`config.mk`:
```
export PLATFORM = sky130hd
export DESIGN_NAME = fifo_write_arbiter
export DESIGN_NICKNAME = d
export VERILOG_FILES = /design/src/rtl/fifo_write_arbiter.sv
export SDC_FILE = /design/constraint.sdc
export NUM_CORES = 1
export LEC_CHECK = 0
export CELL_PAD_IN_SITES_DETAIL_PLACEMENT = 1
export CELL_PAD_IN_SITES_GLOBAL_PLACEMENT = 1
export CORE_ASPECT_RATIO = 1.25
export CORE_MARGIN = 4
export CORE_UTILIZATION = 16
export CTS_CLUSTER_SIZE = 16
export DETAILED_ROUTE_END_ITERATION = 10
export PLACE_DENSITY = 0.93
export SYNTH_ARGS = -nofsm -noshare
export SYNTH_HDL_FRONTEND = slang
export SYNTH_SLANG_ARGS = --single-unit
```
`constraint.sdc`:
```
create_clock -name clk -period 2.3 [get_ports clk]
set_input_delay 0.46 -clock clk [delete_from_list [all_inputs] [get_ports clk]]
set_output_delay 0.46 -clock clk [all_outputs]
set_load 0.01 [all_outputs]
```
`src/rtl/fifo_write_arbiter.sv`:
```
// -----------------------------------------------------------------------------
// fifo_write_arbiter
//
// Round-robin arbiter sharing the 64-bit push side of a single FIFO among
// N_REQ producer engines. A granted producer owns the FIFO for one burst.
// The burst ends on the producer's last flag or after MAX_BURST words,
// whichever comes first. The grant then rotates to the next requester.
// Every burst costs one arbitration cycle in IDLE before it starts.
//
// Optional build macro:
//   ARB_WATCHDOG_EN - adds a stall watchdog. A burst whose owner stops
//                     presenting valid (while the FIFO has room) for
//                     WD_CYCLES cycles is force-terminated, and wd_err pulses
//                     for one cycle. Without the macro, the grant is held
//                     indefinitely and wd_err is tied low.
//
// Parameters:
//   N_REQ     - number of requesters (2..8; 1 degenerates to IDLE/BURST toggle)
//   DATA_W    - word width, matches FIFO push width
//   MAX_BURST - maximum words per grant (1..255)
//   WD_CYCLES - watchdog stall limit in cycles (watchdog build only)
//
// Ports:
//   clk        in   clock, rising edge
//   rst_n      in   asynchronous active-low reset
//   req_valid  in   [N_REQ]        per-requester word valid
//   req_last   in   [N_REQ]        per-requester last word, qualified by valid
//   req_data   in   [N_REQ*DATA_W] packed words, requester i at [i*DATA_W +: DATA_W]
//   req_ready  out  [N_REQ]        per-requester accept, one-hot or zero
//   fifo_push  out                 push strobe to FIFO
//   fifo_d     out  [DATA_W]       data to FIFO
//   fifo_full  in                  FIFO full flag
//   grant_id   out  [3]            current or most recent granted requester
//   busy       out                 high while a burst is in progress
//   wd_err     out                 one-cycle pulse on watchdog release
// -----------------------------------------------------------------------------
module fifo_write_arbiter #(
   parameter int N_REQ     = 4,
   parameter int DATA_W    = 64,
   parameter int MAX_BURST = 8,
   parameter int WD_CYCLES = 16
) (
   input  logic                      clk,
   input  logic                      rst_n,
   input  logic [N_REQ-1:0]          req_valid,
   input  logic [N_REQ-1:0]          req_last,
   input  logic [N_REQ*DATA_W-1:0]   req_data,
   output logic [N_REQ-1:0]          req_ready,
   output logic                      fifo_push,
   output logic [DATA_W-1:0]         fifo_d,
   input  logic                      fifo_full,
   output logic [2:0]                grant_id,
   output logic                      busy,
   output logic                      wd_err
);

   typedef enum logic {
      IDLE  = 1'b0,
      BURST = 1'b1
   } state_t;

   state_t      state_reg, state_next;
   logic [2:0]  grant_reg, grant_next;
   logic [2:0]  rr_ptr_reg, rr_ptr_next;
   logic [7:0]  beat_cnt_reg, beat_cnt_next;
   logic        wd_err_reg, wd_err_next;

   // ---------------------------------------------------------------------------
   // Granted-requester selection. A one-hot decode of grant_reg keeps every
   // index in range even when N_REQ is not a power of two.
   // ---------------------------------------------------------------------------
   logic [N_REQ-1:0]  grant_onehot;
   logic [DATA_W-1:0] masked_word [N_REQ];

   generate
      for (genvar gi = 0; gi < N_REQ; gi++) begin : g_sel
         assign grant_onehot[gi] = (grant_reg == 3'(gi));
         assign masked_word[gi]  = grant_onehot[gi] ? req_data[gi*DATA_W +: DATA_W]
                                                    : '0;
      end
   endgenerate

   logic              sel_valid;
   logic              sel_last;
   logic [DATA_W-1:0] sel_data;

   assign sel_valid = |(req_valid & grant_onehot);
   assign sel_last  = |(req_last & grant_onehot);

   // AND-OR mux: at most one masked word is non-zero.
   always_comb begin
      sel_data = '0;
      for (int i = 0; i < N_REQ; i++) begin
         sel_data = sel_data | masked_word[i];
      end
   end

   // ---------------------------------------------------------------------------
   // Round-robin pick: first valid requester scanning from rr_ptr upwards,
   // wrapping modulo N_REQ. rr_ptr is always < N_REQ, so a single
   // conditional subtract performs the wrap.
   // ---------------------------------------------------------------------------
   logic       pick_found;
   logic [2:0] pick_idx;
   int         scan_idx;

   always_comb begin
      pick_found = 1'b0;
      pick_idx   = '0;
      scan_idx   = 0;
      for (int k = 0; k < N_REQ; k++) begin
         scan_idx = int'(rr_ptr_reg) + k;
         if (scan_idx >= N_REQ) begin
            scan_idx = scan_idx - N_REQ;
         end
         if (!pick_found && req_valid[scan_idx]) begin
            pick_found = 1'b1;
            pick_idx   = 3'(scan_idx);
         end
      end
   end

   // Pointer for the requester after the current grant, modulo N_REQ.
   logic [2:0] next_ptr;
   assign next_ptr = (int'(grant_reg) + 1 >= N_REQ) ? 3'd0 : grant_reg + 3'd1;

   // ---------------------------------------------------------------------------
   // Transfer and burst termination
   // ---------------------------------------------------------------------------
   logic in_burst;
   logic xfer;
   logic last_beat;
   logic burst_end;
   logic wd_fire;

   assign in_burst  = (state_reg == BURST);
   assign xfer      = in_burst & sel_valid & ~fifo_full;
   // beat_cnt counts completed transfers, so the transfer made while it equals
   // MAX_BURST-1 is word number MAX_BURST.
   assign last_beat = (beat_cnt_reg == 8'(MAX_BURST - 1));
   assign burst_end = xfer & (sel_last | last_beat);

`ifdef ARB_WATCHDOG_EN
   // Stall counter: counts burst cycles where the owner has nothing to offer
   // although the FIFO could accept. Back-pressure stalls are not the
   // producer's fault and never count.
   logic [15:0] stall_cnt_reg;
   logic        stall;

   assign stall   = in_burst & ~sel_valid & ~fifo_full;
   assign wd_fire = stall & (stall_cnt_reg == 16'(WD_CYCLES - 1));

   always_ff @(posedge clk or negedge rst_n) begin
      if (!rst_n) begin
         stall_cnt_reg <= '0;
      end else if (!in_burst || xfer || wd_fire) begin
         stall_cnt_reg <= '0;
      end else if (stall) begin
         stall_cnt_reg <= stall_cnt_reg + 16'd1;
      end
   end
`else
   logic unused_wd_cfg;

   assign wd_fire       = 1'b0;
   assign unused_wd_cfg = ^WD_CYCLES;
`endif

   // ---------------------------------------------------------------------------
   // FSM: state register
   // ---------------------------------------------------------------------------
   always_ff @(posedge clk or negedge rst_n) begin
      if (!rst_n) begin
         state_reg    <= IDLE;
         grant_reg    <= '0;
         rr_ptr_reg   <= '0;
         beat_cnt_reg <= '0;
         wd_err_reg   <= 1'b0;
      end else begin
         state_reg    <= state_next;
         grant_reg    <= grant_next;
         rr_ptr_reg   <= rr_ptr_next;
         beat_cnt_reg <= beat_cnt_next;
         wd_err_reg   <= wd_err_next;
      end
   end

   // ---------------------------------------------------------------------------
   // FSM: next state
   // ---------------------------------------------------------------------------
   always_comb begin
      state_next    = state_reg;
      grant_next    = grant_reg;
      rr_ptr_next   = rr_ptr_reg;
      beat_cnt_next = beat_cnt_reg;
      wd_err_next   = 1'b0;

      case (state_reg)
         IDLE: begin
            if (pick_found) begin
               grant_next    = pick_idx;
               beat_cnt_next = '0;
               state_next    = BURST;
            end
         end
         BURST: begin
            if (xfer) begin
               beat_cnt_next = beat_cnt_reg + 8'd1;
            end
            if (burst_end || wd_fire) begin
               rr_ptr_next = next_ptr;
               state_next  = IDLE;
            end
            wd_err_next = wd_fire;
         end
         default: begin
            state_next = IDLE;
         end
      endcase
   end

   // ---------------------------------------------------------------------------
   // Outputs. The datapath is combinational from the grant so a word moves in
   // the same cycle it is offered.
   // ---------------------------------------------------------------------------
   assign busy      = in_burst;
   assign req_ready = (in_burst && !fifo_full) ? grant_onehot : '0;
   assign fifo_push = xfer;
   assign fifo_d    = in_burst ? sel_data : '0;
   assign grant_id  = grant_reg;
   assign wd_err    = wd_err_reg;

endmodule

```
==> results of run 1 <==
-- area by class of cell --
| type | count | area share, % |
|---|---|---|
| repair buffers | 452 | 56.50 |
| multi-input cells | 295 | 34.15 |
| flip-flops and latches | 15 | 4.577 |
| well taps | 216 | 3.274 |
| clock buffers | 3 | 0.9094 |
| inverters | 9 | 0.4698 |
| clock inverters | 1 | 0.06062 |
| diodes | 2 | 0.06062 |
-- stage by stage --
step                      worst slack, ns  power [W]  hold slack (ns)  util, %
final                             -0.2367   0.001241           0.5127    50.35
after global routing              -0.2887   0.001283           0.5592    50.35
after CTS                         -0.2020   0.001196           0.5068    44.83
after detailed placement          -0.4242  0.0008255           0.5026    42.00
after global placement            -0.4457  0.0008105           0.4781    42.00
after floorplan                   0.09746  0.0003200           0.1644        -
-- worst max path at each step --
stage | slack [ns] | end | cells past startpoint
final | -0.24 | fifo_d[25] | 9
after detailed placement | -0.42 | fifo_push | 6
after CTS | -0.20 | fifo_d[50] | 8
after global routing | -0.29 | fifo_d[25] | 9
after floorplan | 0.1 | fifo_d[0] | 7
after global placement | -0.45 | fifo_push | 6
-- layer usage --
layer,vias up,share of wire (%)
met5,-,0.11
met4,8,3.7
met3,69,6.6
met2,270,50
met1,2548,39
li1,2305,-
-- power groups by stage --
stage	logic (W)	clock network [W]	registers, W
after floorplan	0.0000474	0	0.000273
after global placement	0.000539	0	0.000271
after detailed placement	0.000554	0	0.000272
after CTS	0.000578	0.000350	0.000268
after global routing	0.000651	0.000363	0.000269
final	0.000624	0.000348	0.000269
-- cell families after synthesis --
logic type | count (synthesis)
mux | 12
compound gates | 220
other cells | 1
flops | 15
simple gates | 54
buf+inv | 51
fa+ha+maj | 8
-- what timing repair did --
action | CTS | global route
gates resized for setup | 351 | 150
buffers inserted | 15 | 23
setup endpoints to repair | 69 | 74
pin swaps | 15 | 91
gates cloned | 8 | 11
-- placed cells by master, fill, tap and decap left out, types with 14 or more instances in the layout --
cell and instances:
a21oi_2 26, clkbuf_16 14, buf_4 45, clkdlybuf4s50_1 270, buf_6 28, buf_12 19, a21oi_1 39, a22oi_1 29
buf_2 62, a22oi_2 100
-- worst reg2reg max path, stage by stage (launching register included) --
cell	delay, ns
dfrtp_2	0.48
inv_4	0.12
ha_4	0.14
buf_4	0.11
buf_4	0.10
a222oi_1	0.05
buf_4	0.16
buf_4	0.13
o21a_2	0.26
a311oi_4	0.37
mux2i_1	0.27
==> flow_summary_export.csv, run 1 <==
group,metric,value,unit
timing,drv_slew,0,
worst_setup_path,cp_max_fo,5,
synthesis,synth_cells,361,
worst_setup_path,crit_path_end_kind,"output pin",
worst_setup_path,critical-path-slowest-cell,"dfrtp_2",
final_layout,largest_reg_flops,8,
synthesis,ys_ff_latch,15,
worst_setup_path,reg2regPathDepth,10,
worst_setup_path,r2r_start,"grant_id[0]",
power,swShare,23.75,%
synthesis,synth_edf_count,0,
final_layout,fillers,1839,
clock_network,cts.sinks,15,
power,leakage,3.093,nW
power,internal-power,0.0009460,W
synthesis,synth_cell_types,47,
worst_setup_path,critPathLaunch,"grant_id[0]",
power,comb_power_share,50.3,%
synthesis,synth_common_cells,"a22oi_1, a21oi_1, clkbuf_1",
synthesis,synth-compound-area-share,56.94,%
grt,grt.overflow.total,0,
place,place.gp.congestion,0.9013,
synthesis,synthAdderAreaFrac,3.712,%
worst_setup_path,cp_top_family,"buffers and inverters",
synthesis,synth_top_family_by_area,"compound AO/OA/AOI/OAI gates",
worst_hold_path,whs_endpoint,"beat_cnt_reg[2]",
worst_setup_path,critPathArrivalTime,2.08,ns
worst_hold_path,hp-start,"beat_cnt_reg[2]",
place,numPortBuffers,339,
synthesis,muxShareOfSynthArea,6.032,%
clock_network,ctsHtreeMaxLevel,1,
power,ir_drop,0.1708,mV
worst_setup_path,worst-r2r-setup-slack,0.02,ns
grt,grtUsageMet2,39.87,%
grt,grt_pass1_wl,33310,um
synthesis,synth.top_cell.area_share,35.92,%
floorplan,die_w,124.1,um
routing,viasPerCell,5.237,
floorplan,die_area,0.01901,mm^2
clock_network,tritoncts,"built",
synthesis,yosysMostFrequentCell,"a22oi_1",
routing,firstDrtPassIters,4,
routing,vias,5200,
clock_network,postCtsHoldBufs,0,
worst_setup_path,r2r-end,"rr_ptr_reg[1]",
clock_network,clkSlewWorstSetupHoldPaths,0.05,ns
final_layout,multi_input_area,0.002819,mm^2
grt,antenna_found_initial,6,
final_layout,instances_no_fill,993,
floorplan,io_pins,341,
routing,drt_iter0_drc,359,
routing,wirelength,26340,um
synthesis,synthArstFlopShare,100.0,%
flow_run,maxCapViolCount,0,
synthesis,yosysSeqAreaShare,13.92,%
timing,slew_headroom,51.63,%
timing,finalSetupTns,-9.202,ns
status,status,"complete, but fails checks",
status,violations,"setup timing",
grt,grtUsageTotal,23.28,%
worst_setup_path,path_buf_inv,5,
synthesis,synth_top_cell_by_area,"a22oi_1",
timing,timing_hold_violations_final,0,
floorplan,core_area,0.01640,mm^2
worst_setup_path,path_cells,"inv_4 -> ha_4 -> nor2b_4 -> buf_6 -> clkbuf_16 -> a22oi_1 -> buf_4 -> a21oi_2 -> buf_2",
worst_setup_path,slowest_delay,0.48,ns
timing,tightestPinTransition,0.7233,ns
power,power.density,150.3,mW/mm^2
final_layout,drive_gt1_share,44.39,%
synthesis,ys.flop_type,"dfrtp_1",
power,p_clk_share,28.0,%
timing,setup_ws,-0.2367,ns
worst_hold_path,holdPathStages,1,
floorplan,num_rows,52,
place,dpl_cell_area,0.006887,mm^2
grt,grt_use_met3,6.470,%
place,dp_hpwl,18290,um
final_layout,nNetsFinal,1051,
synthesis,syn_area,0.002696,mm^2
timing,post-route-min-period,2.537,ns
routing,drcViolationCount,0,
clock_network,cts-buffers-inserted,3,
synthesis,yosys.area_share.simple,10.81,%
timing,setup_violations,67,
clock_network,cts_root_buf,"clkbuf_16",
grt,grtUsageMet1,27.74,%
floorplan,fp.dieH,153.1,um
place,post-place-cells,940,
routing,drtAntennaViolNets,0,
worst_setup_path,cp.required,1.84,ns
grt,grt_pass1_vias,5512,
timing,skew,0.002177,ns
synthesis,synth-warning-count,0,
worst_setup_path,path_class,"reg -> out",
grt,grt_max_degree,35,
clock_network,cts_buffer_depth,2,
synthesis,synth_xor_area_share,0,%
timing,fin_crit_sh,110.3,%
synthesis,synthTopCellsByArea,"a22oi_1, dfrtp_1, a21oi_1",
grt,top_usage_layer,"met2",
final_layout,regArea,377.9,um^2
synthesis,synth_nets,636,
final_layout,syn_to_final_growth,206.2,%
final_layout,fin_area,0.008255,mm^2
worst_setup_path,start_kind,"flop",
routing,wl_per_cell,26.53,um
timing,rsz0062_at_grt,"true",
clock_network,clk_latency,0.25,ns
floorplan,start_util,16.45,%
timing,fmax,394.2,MHz
synthesis,avgSynthCellArea,7.469,um^2
power,seqPwrFrac,21.7,%
worst_hold_path,hold_path.class,"reg -> reg",
power,power_switching,0.0002946,W
(Power assumes the default switching activity.)
==> inputs of run 2 (changes only) <==
CORE_ASPECT_RATIO = not set   (was 1.25)
SETUP_SLACK_MARGIN = 0.15   (was not set)
==> run 2 against run 1 <==
Effect of this change:
- the run still ends with setup timing left
- clock skew up 0.0013 ns
- combinational power fell by 3%
- clock power fell by 4%
- wire length decreased by 7.0%
- die area hardly changed
- largest cell class unchanged
- largest power group unchanged
==> flow_summary_export.csv, run 2 (synthesis results as in run 1) <==
group,metric,value,unit
routing,drcViolationCount,0,
power,power.density,151.2,mW/mm^2
floorplan,num_rows,47,
timing,fmax,411.1,MHz
floorplan,start_util,16.32,%
timing,fin_crit_sh,105.8,%
worst_setup_path,cp.required,1.84,ns
grt,grt_pass1_wl,32550,um
timing,setup_violations,58,
worst_setup_path,path_class,"reg -> out",
final_layout,regArea,377.9,um^2
routing,wl_per_cell,24.62,um
place,place.gp.congestion,0.8152,
final_layout,largest_reg_flops,8,
routing,drtAntennaViolNets,0,
worst_setup_path,critPathArrivalTime,1.97,ns
final_layout,drive_gt1_share,41.22,%
place,dpl_cell_area,0.006766,mm^2
final_layout,syn_to_final_growth,196.8,%
routing,drt_iter0_drc,119,
timing,slew_headroom,52.38,%
flow_run,maxCapViolCount,0,
place,post-place-cells,934,
routing,vias,5082,
clock_network,cts_root_buf,"clkbuf_16",
place,numPortBuffers,339,
worst_setup_path,cp_max_fo,15,
timing,drv_slew,0,
timing,timing_hold_violations_final,0,
grt,grt.overflow.total,0,
status,status,"complete, but fails checks",
final_layout,nNetsFinal,1045,
worst_setup_path,start_kind,"flop",
final_layout,final_cell_mix,"clkdlybuf4s50_1, a22oi_2, buf_2",
timing,tightestPinTransition,0.7121,ns
final_layout,fin_area,0.008001,mm^2
worst_hold_path,hold_path.class,"reg -> reg",
timing,setup_ws,-0.1325,ns
timing,rsz0062_at_grt,"true",
final_layout,instances_no_fill,995,
routing,firstDrtPassIters,4,
worst_setup_path,crit_path_end_kind,"output pin",
clock_network,cts_buffer_depth,2,
clock_network,postCtsHoldBufs,0,
grt,grt_pass1_vias,5450,
power,ir_drop,0.1615,mV
clock_network,ctsHtreeMaxLevel,1,
status,violations,"setup timing",
clock_network,cts-buffers-inserted,3,
grt,grtUsageTotal,22.89,%
power,leakage,3.020,nW
routing,wirelength,24500,um
place,dp_hpwl,17390,um
clock_network,clkSlewWorstSetupHoldPaths,0.05,ns
clock_network,tritoncts,"built",
grt,antenna_found_initial,5,
timing,finalHoldWorstSlack,0.5029,ns
timing,post-route-min-period,2.433,ns
floorplan,die_w,137.8,um
clock_network,clk_latency,0.25,ns
final_layout,fillers,1835,
floorplan,io_pins,341,
final_layout,layout_commonest_cell,"clkdlybuf4s50_1",
floorplan,fp.dieH,137.8,um
floorplan,core_area,0.01652,mm^2
routing,viasPerCell,5.108,
timing,finalSetupTns,-3.796,ns
floorplan,die_area,0.01899,mm^2
timing,skew,0.003447,ns
clock_network,cts.sinks,15,
final_layout,multi_input_area,0.002710,mm^2
grt,grt_max_degree,39,
run 2: where the power goes:
part           switching (W)  leakage (nW)  internal [W]
Combinational       0.000165          2.80      0.000441
Clock               0.000103        0.0409      0.000232
Sequential        0.00000293         0.183      0.000266
Total               0.000271          3.02      0.000939
run 2: repair_timing:
item,4_1_cts,5_1_grt
cloned,12,1
hold endpoints to repair,0,0
resized for setup,373,90
setup endpoints to repair,70,74
setup buffers,29,9
pin swaps,30,61
run 2: final timing paths:
check                      slack [ns]         endpoint  cells past startpoint       startpoint
min in group asynchronous        0.64  beat_cnt_reg[5]                      1            rst_n
max in group asynchronous        1.16      grant_id[1]                      1            rst_n
min reg2reg                      0.50  beat_cnt_reg[2]                      1  beat_cnt_reg[2]
max reg2reg                      0.14    rr_ptr_reg[1]                     11      grant_id[0]
min                              0.50  beat_cnt_reg[2]                      1  beat_cnt_reg[2]
max                             -0.13       fifo_d[38]                      9      grant_id[1]
run 2: per-layer routing:
| layer | vias up | track usage [%] | wire length (um) |
|---|---|---|---|
| met3 | 40 | 4.638 | 1489 |
| met4 | 0 | 8.123 | 706 |
| met1 | 2511 | 25.60 | 8915 |
| met2 | 232 | 42.65 | 13380 |
| met5 | - | 0 | 0 |
| li1 | 2299 | - | - |
run 2: cell type report:
cell class,count,area share (%)
Antenna cell,6,0.1876
Clock buffer,3,0.9382
Clock inverter,1,0.06255
Inverter,9,0.4848
Multi-Input combinational cell,295,33.87
Sequential cell,15,4.722
Tap cell,220,3.440
Timing Repair Buffer,446,56.29
run 2: stage by stage:
| step | setup slack [ns] | util (%) | power, W |
|---|---|---|---|
| after floorplan | 0.1049 | - | 0.0003200 |
| after global placement | -0.4622 | 40.95 | 0.0008085 |
| after detailed placement | -0.4658 | 40.95 | 0.0008223 |
| after CTS | -0.1400 | 45.54 | 0.001200 |
| after global routing | -0.2146 | 48.41 | 0.001262 |
| final | -0.1325 | 48.42 | 0.001210 |
run 2: worst max-delay path, cell delays in order, from the launching register on:
cell and delay, ns:
dfrtp_2 0.45, buf_4 0.16, ha_4 0.15, nor2b_4 0.13, buf_6 0.14, buf_12 0.12, buf_16 0.15, a22oi_1 0.17
a21oi_1 0.09, buf_2 0.15
